## src/rtl/fifo_uart_tx.sv

```systemverilog
// fifo_uart_tx: pops words from a synchronous FIFO and serializes them as start/data/parity/stop frames
module fifo_uart_tx #(
    parameter int DATA_WIDTH   = 8,
    parameter int CLKS_PER_BIT = 16,
    parameter bit PARITY_EN    = 1'b0
) (
    input  logic                  clk,
    input  logic                  reset_n,
    input  logic                  tx_enable,
    input  logic                  fifo_empty,
    input  logic [DATA_WIDTH-1:0] fifo_data,
    output logic                  read_en,
    output logic                  tx,
    output logic                  busy,
    output logic                  frame_done
);
    localparam int CW = $clog2(CLKS_PER_BIT);
    localparam int IW = $clog2(DATA_WIDTH) + 1;
    localparam logic [CW-1:0] CNT_LAST = CW'(CLKS_PER_BIT - 1);
    localparam logic [IW-1:0] IDX_LAST = IW'(DATA_WIDTH - 1);

    typedef enum logic [2:0] {IDLE, LOAD, START, DATA, PARITY, STOP} state_t;

    state_t                state, state_n;
    logic [DATA_WIDTH-1:0] shift, shift_n;
    logic [CW-1:0]         cnt, cnt_n;
    logic [IW-1:0]         idx, idx_n;
    logic                  parity, parity_n;
    logic                  tx_n, done_n, bit_end;

    assign busy = state != IDLE;

    // Next-state logic; tx and frame_done are derived from the next state so their registers line up with it
    always_comb begin
        state_n  = state;
        shift_n  = shift;
        idx_n    = idx;
        parity_n = parity;
        read_en  = 1'b0;
        bit_end  = cnt == CNT_LAST;
        cnt_n    = (state == IDLE || state == LOAD || bit_end) ? '0 : cnt + 1'b1;
        case (state)
            IDLE: begin
                read_en = reset_n & tx_enable & ~fifo_empty;
                state_n = read_en ? LOAD : IDLE;
            end
            LOAD: begin
                shift_n  = fifo_data;
                parity_n = ^fifo_data;
                idx_n    = '0;
                state_n  = START;
            end
            START:  state_n = bit_end ? DATA : START;
            DATA: begin
                if (bit_end) begin
                    shift_n = shift >> 1;
                    idx_n   = idx + 1'b1;
                    if (idx == IDX_LAST) state_n = PARITY_EN ? PARITY : STOP;
                end
            end
            PARITY: state_n = bit_end ? STOP : PARITY;
            STOP:   state_n = bit_end ? IDLE : STOP;
            default: state_n = IDLE;
        endcase
        tx_n   = state_n == START  ? 1'b0 :
                 state_n == DATA   ? shift_n[0] :
                 state_n == PARITY ? parity_n : 1'b1;
        done_n = state_n == STOP && cnt_n == CNT_LAST;
    end

    // State and datapath registers with synchronous active-low reset; reset aborts any frame in flight
    always_ff @(posedge clk) begin
        if (!reset_n) begin
            state      <= IDLE;
            shift      <= '0;
            cnt        <= '0;
            idx        <= '0;
            parity     <= 1'b0;
            tx         <= 1'b1;
            frame_done <= 1'b0;
        end else begin
            state      <= state_n;
            shift      <= shift_n;
            cnt        <= cnt_n;
            idx        <= idx_n;
            parity     <= parity_n;
            tx         <= tx_n;
            frame_done <= done_n;
        end
    end
endmodule

```

## config.mk

```make
export PLATFORM = sky130hd
export DESIGN_NAME = fifo_uart_tx
export DESIGN_NICKNAME = d
export VERILOG_FILES = /design/src/rtl/fifo_uart_tx.sv
export SDC_FILE = /design/constraint.sdc
export NUM_CORES = 1
export LEC_CHECK = 0
export CORE_MARGIN = 2
export CORE_UTILIZATION = 54
export CTS_BUF_LIST = sky130_fd_sc_hd__clkbuf_2 sky130_fd_sc_hd__clkbuf_4 sky130_fd_sc_hd__clkbuf_8
export DETAILED_ROUTE_END_ITERATION = 8
export PLACE_DENSITY = 0.87
export SETUP_SLACK_MARGIN = 0.5
export SYNTH_ARGS = -nofsm -noshare
export SYNTH_HDL_FRONTEND = slang
export SYNTH_SLANG_ARGS = --single-unit
```

## constraint.sdc

```tcl
create_clock -name clk -period 1.75 [get_ports clk]
set_input_delay 0.175 -clock clk [delete_from_list [all_inputs] [get_ports clk]]
set_output_delay 0.175 -clock clk [all_outputs]
set_load 0.01 [all_outputs]
```

==> qor.yml, run 1 <==
run_status:
  status: "completed"
cells_and_area:
  drive_gt1_frac: 0.390
  final_util: 0.881
  diodes: 0
  nets: 162
  final_cells: 171
  area_growth_pct: 50.4
  final_cell_area_mm2: 0.00155
  nFillCells: 79
routing:
  postRouteAntennaNets: 0
  routed_wl_um: 3450
  dr.pass1.iters: 4
  drc: 0
  routed-via-count: 1010
  routed_via_density: 5.91
  wl_per_cell_um: 20.2
  drtIter0Drc: 34
synthesis:
  synth_top_area_frac: 0.426
  synth_simple_gate_area_frac: 0.206
  synth_cell_types: 38
  ys_top_cells_by_count: "22 x dfxtp_1, 10 x nand2_1, 7 x nor2_1, 7 x xnor2_1"
  synth.most_common_cell: "dfxtp_1"
  synthXorXnorAreaFrac: 0.0932
  synth_top_family_by_area: "simple AND/OR/NAND/NOR gates"
  syn_nets: 123
  synthArstFlopShare: 0
  ys_seq_area_frac: 0.426
  synth_seq_cells: 22
  synthMuxAreaShare: 0.0194
  synth_edf_count: 0
  synth_adder_area_share: 0.0242
  synth_flop_cell: "dfxtp_1"
  synth_warnings: 0
  synth_compound_area_frac: 0.196
  synth_area_leaders: "dfxtp_1 43%, xnor2_1 5.9%, a21boi_0 4.4%"
  syn_avg_cell_area_um2: 9.48
  syn_inst: 109
  synth_area_mm2: 0.00103
  synth.largest_area_cell: "dfxtp_1"
cts:
  h-tree-depth: 1
  hold_buffers: 0
  cts_made_buffers: 3
  cts.path.max_buffers: 2
  cts_tree: "built"
  insertion_delay_ps: 320
  clk_pin_slew_ps: 120
  clock-sinks: 22
  root_buffer: "clkbuf_4"
min_path:
  hold_start: "fifo_data[7]"
  min_to: "shift[7]"
  min_path_cells: 3
  hp-class: "in -> reg"
placed_design:
  gp_congestion: 0.800
  port_buffers: 15
  hpwl_um: 1510
  dp.cells: 147
  dp_slack_ps: -15.4
  placed_cell_area_mm2: 0.00124
critical_path:
  cp_data_arrival_time_ps: 1810
  crit_type: "reg -> reg"
  crit_fanout: 4
  cp.required_ps: 1990
  timing.rr.end: "tx"
  r2r_slack_ps: 180
  rr_worst_depth: 7
  cp-end-kind: "flop"
  start_kind: "flop"
  regToRegStartpoint: "state[0]"
sta:
  report.final.slew_viol_count: 0
  relSlewSlack: 0.761
  tightestPinTransition_ps: 355
  fin_crit_sh: 0.898
  setup_viol: 0
  skew_ps: 9.36
  hold_viol: 0
  clock.fmax_ghz: 0.636
  tns_ps: 0
  rsz0062_at_grt: "yes"
  worst_slack_ps: 178
  period_needed_ps: 1570
  holdWs_ps: 475
floorplan:
  io_pins: 16
  row_count: 15
  start_util: 0.586
  die_w_um: 47.7
  core_area_mm2: 0.00176
  die_h_um: 47.7
  die_area_mm2: 0.00228
pwr:
  p_total_mw: 0.901
  power_leakage_nw: 0.589
  power_density_mw_per_mm2: 580
  vdd_drop_max_mv: 0.591
run:
  cap_violations: 0
global_routing:
  antenna_found_initial: 0
  grt_pass1_wl_um: 4280
  grt_max_degree: 14
  grt_usage: 0.283
  overflow: 0
  grt_pass1_vias: 912
[layer usage]
| metal | part of all wire | routed length, um | vias up | GRT usage |
|---|---|---|---|---|
| li1 | - | - | 461 | - |
| met1 | 0.43 | 1500 | 514 | 0.402 |
| met2 | 0.49 | 1700 | 23 | 0.437 |
| met3 | 0.031 | 106 | 12 | 0.0340 |
| met4 | 0.041 | 143 | 0 | 0.114 |
| met5 | 0 | 0 | - | 0 |
[logic make-up (layout without fill, tap and decap cells)]
kind of cell | Yosys count | after routing
compound gates | 26 | 26
flops | 22 | 22
buf+inv | 7 | 44
xor+xnor | 11 | 11
fa+ha+maj | 2 | 2
mux | 2 | 2
simple gates | 39 | 39
[layout by cell type (no fill, tap or decap), types with 2 or more instances in the layout]
cell type	netlist	final
dfxtp_1	22	15
buf_4	2	15
clkdlybuf4s50_1	0	11
buf_6	0	10
nand2_1	10	8
nor2_1	7	7
xnor2_1	7	7
a21boi_1	1	7
nor2b_1	6	6
a22oi_2	0	6
xor2_1	4	4
dfxtp_4	0	4
clkbuf_4	0	3
dfxtp_2	0	3
inv_1	2	2
and3_4	0	2
a21oi_4	1	2
nand3_1	2	2
nand2b_1	2	2
a31oi_1	2	2
nand2_2	0	2
dlygate4sd2_1	0	2
[final cells by class]
class,count,area (um2),share of cell area
multi-input cells,80,676,0.435
flip-flops and latches,22,459,0.295
repair buffers,39,358,0.230
well taps,25,31.3,0.0201
clock buffers,3,22.5,0.0145
inverters,2,7.51,0.00483
[state kept, by name, summed over array words and instances (netlist names)]
name,count
idx,4
shift,8
cnt,4
tx,1
frame_done,1
parity,1
state,3
[how the worst max path moves through the flow]
| stage | startpoint | endpoint | slack, ps | cells after the start |
|---|---|---|---|---|
| floorplan | state[1] | tx | 400 | 7 |
| global placement | tx_enable | read_en | 30 | 4 |
| detailed placement | tx_enable | read_en | -20 | 4 |
| CTS | state[1] | read_en | 280 | 3 |
| global route | state[0] | tx | 150 | 7 |
| finish | state[0] | tx | 180 | 7 |
[critical path, cell delays in order, from the launching register on]
cell	delay (ps)
dfxtp_4	390
nor4b_4	300
and3_4	240
buf_6	90
buf_6	80
a21oi_4	30
o21a_1	200
a31oi_1	160
[report_power, final]
part           switching [mW]  internal [mW]  leakage, nW
combinational          0.0669         0.0842        0.392
clock                   0.156         0.0806       0.0138
sequential            0.00851          0.504        0.182
total                   0.232          0.669        0.589
[what timing repair did]
item / 4_1_cts / 5_1_grt
setup buffers: 16 / 5
pin swaps: 18 / 15
gates resized for setup: 43 / 10
setup endpoints to repair: 22 / 20
gates cloned: 0 / 0
No activity file was read; power rests on OpenSTA's default activity.
==> inputs of run 2 (changes only) <==
Settings changed: CORE_MARGIN 2 to default, SKIP_LAST_GASP from default to 1.
Clock period 1.75 ns to 1.52 ns, I/O delays scaled along.
==> run 2 against run 1 <==
Net effect: the run now ends with setup timing left; die area decreased by 8.2%; sequential cell count unchanged; largest power group unchanged; final area up 4.2%.
==> qor.yml, run 2 (synthesis results as in run 1) <==
cells_and_area:
  nets: 163
  area_growth_pct: 56.7
  drive_gt1_frac: 0.480
  diodes: 0
  largestRegisters: "shift: 8 flops, cnt: 4 flops, idx: 4 flops"
  layout_common_cells: "14 x dfxtp_1, 13 x buf_4, 11 x clkdlybuf4s50_1, 11 x buf_6"
  largest_register: "shift"
  largest_reg_flops: 8
  final_common_cell: "dfxtp_1"
  final_cells: 173
cts:
  clock-sinks: 22
  clk_pin_slew_ps: 130
  cts_tree: "built"
  root_buffer: "clkbuf_4"
  cts_made_buffers: 3
  insertion_delay_ps: 330
  cts.path.max_buffers: 2
  h-tree-depth: 1
floorplan:
  core_area_mm2: 0.00176
  die_h_um: 45.7
  row_count: 15
  start_util: 0.586
  die_w_um: 45.7
  die_area_mm2: 0.00209
  io_pins: 16
sta:
  clock.fmax_ghz: 0.648
  hold_viol: 0
  tightestPinTransition_ps: 316
  relSlewSlack: 0.788
  fin_crit_sh: 1.02
  rsz0062_at_grt: "yes"
  period_needed_ps: 1540
  setup_viol: 5
  skew_ps: 4.71
  worst_slack_ps: -24.3
  report.final.slew_viol_count: 0
routing:
  routed-via-count: 1066
  wl_per_cell_um: 20.7
  dr.pass1.iters: 4
  drc: 0
  routed_via_density: 6.16
  drtIter0Drc: 50
  postRouteAntennaNets: 0
  routed_wl_um: 3580
critical_path:
  crit_fanout: 5
  slowest_delay_ps: 360
  rr_worst_depth: 8
  regToRegStartpoint: "state[0]"
  cp.required_ps: 1790
  path_cells: "buf_6, and3b_2, buf_12, a21oi_4, buf_4, buf_6, nand2_1, a21boi_1"
  cp-end-kind: "flop"
  start_kind: "flop"
  crit_slowest_cell: "dfxtp_2"
  crit_type: "reg -> reg"
  crit_top_cell: "buf_6"
  timing.rr.end: "shift[2]"
  cp_data_arrival_time_ps: 1820
  r2r_slack_ps: -20
global_routing:
  grt_pass1_wl_um: 4480
  antenna_found_initial: 0
  grt_pass1_vias: 987
  grt_max_degree: 13
  overflow: 0
  grt_usage: 0.313
placed_design:
  dp.cells: 151
  dp_slack_ps: -218
  gp_congestion: 0.853
  hpwl_um: 1620
  port_buffers: 15
pwr:
  power_density_mw_per_mm2: 687
  vdd_drop_max_mv: 0.836
  power_leakage_nw: 0.605
  p_total_mw: 1.11
run:
  cap_violations: 0
min_path:
  hp-class: "in -> reg"
  hold_start: "fifo_data[7]"
  min_path_cells: 3
  min_to: "shift[7]"
run_status:
  status: "finished with violations"
  violations: "setup timing"
-- run 2: per-layer routing --
layer | vias to the layer above | track usage | share of wire
li1 | 466 | - | -
met1 | 508 | 0.363 | 0.42
met4 | 0 | 0.129 | 0.050
met5 | - | 0 | 0
met2 | 76 | 0.554 | 0.45
met3 | 16 | 0.0635 | 0.075
-- run 2: worst max-delay path by stage --
stage,slack [ps],startpoint,to
after CTS,60,cnt[0],shift[7]
after global placement,-200,tx_enable,read_en
after floorplan,170,state[1],tx
after global routing,-60,state[0],shift[2]
after detailed placement,-220,tx_enable,read_en
final,-20,state[0],shift[2]
-- run 2: worst max-delay path: cells and delay by family, from the launching register on --
family | cells | cell delay (ps)
AOI/OAI and AO/OA | 2 | 300
and+or+nand+nor | 2 | 290
buffers and inverters | 4 | 520
DFF | 1 | 360
-- run 2: final cells by class --
class	instances	area, um2
clock buffer	4	36.3
inverter	2	7.51
multi-input combinational	80	719
fill	66	145
tap	25	31.3
timing repair buffer	40	372
sequential	22	453
-- run 2: through the flow --
| step | area [um2] | setup TNS (ps) | util | hold slack, ps |
|---|---|---|---|---|
| CTS | 1520 | 0 | 0.862 | 461 |
| floorplan | 1080 | 0 | - | 291 |
| finish | 1620 | -98.1 | 0.918 | 476 |
| detailed placement | 1280 | -281 | 0.723 | 444 |
| global placement | 1280 | -233 | 0.723 | 436 |
| global route | 1620 | -286 | 0.918 | 487 |
-- run 2: what timing repair did --
item                                    in CTS  in global routing
gates resized for setup                     43                 22
endpoints found under the setup margin      25                 26
setup buffers                               14                  4
pin swaps                                   15                 12
cloned                                       0                  0
hold buffers                                 0                  0
-- run 2: where the power goes --
group | switching, mW | total (mW) | internal, mW
logic | 0.0755 | 0.173 | 0.0972
clock network | 0.201 | 0.348 | 0.147
registers | 0.00745 | 0.592 | 0.584
total | 0.284 | 1.11 | 0.828
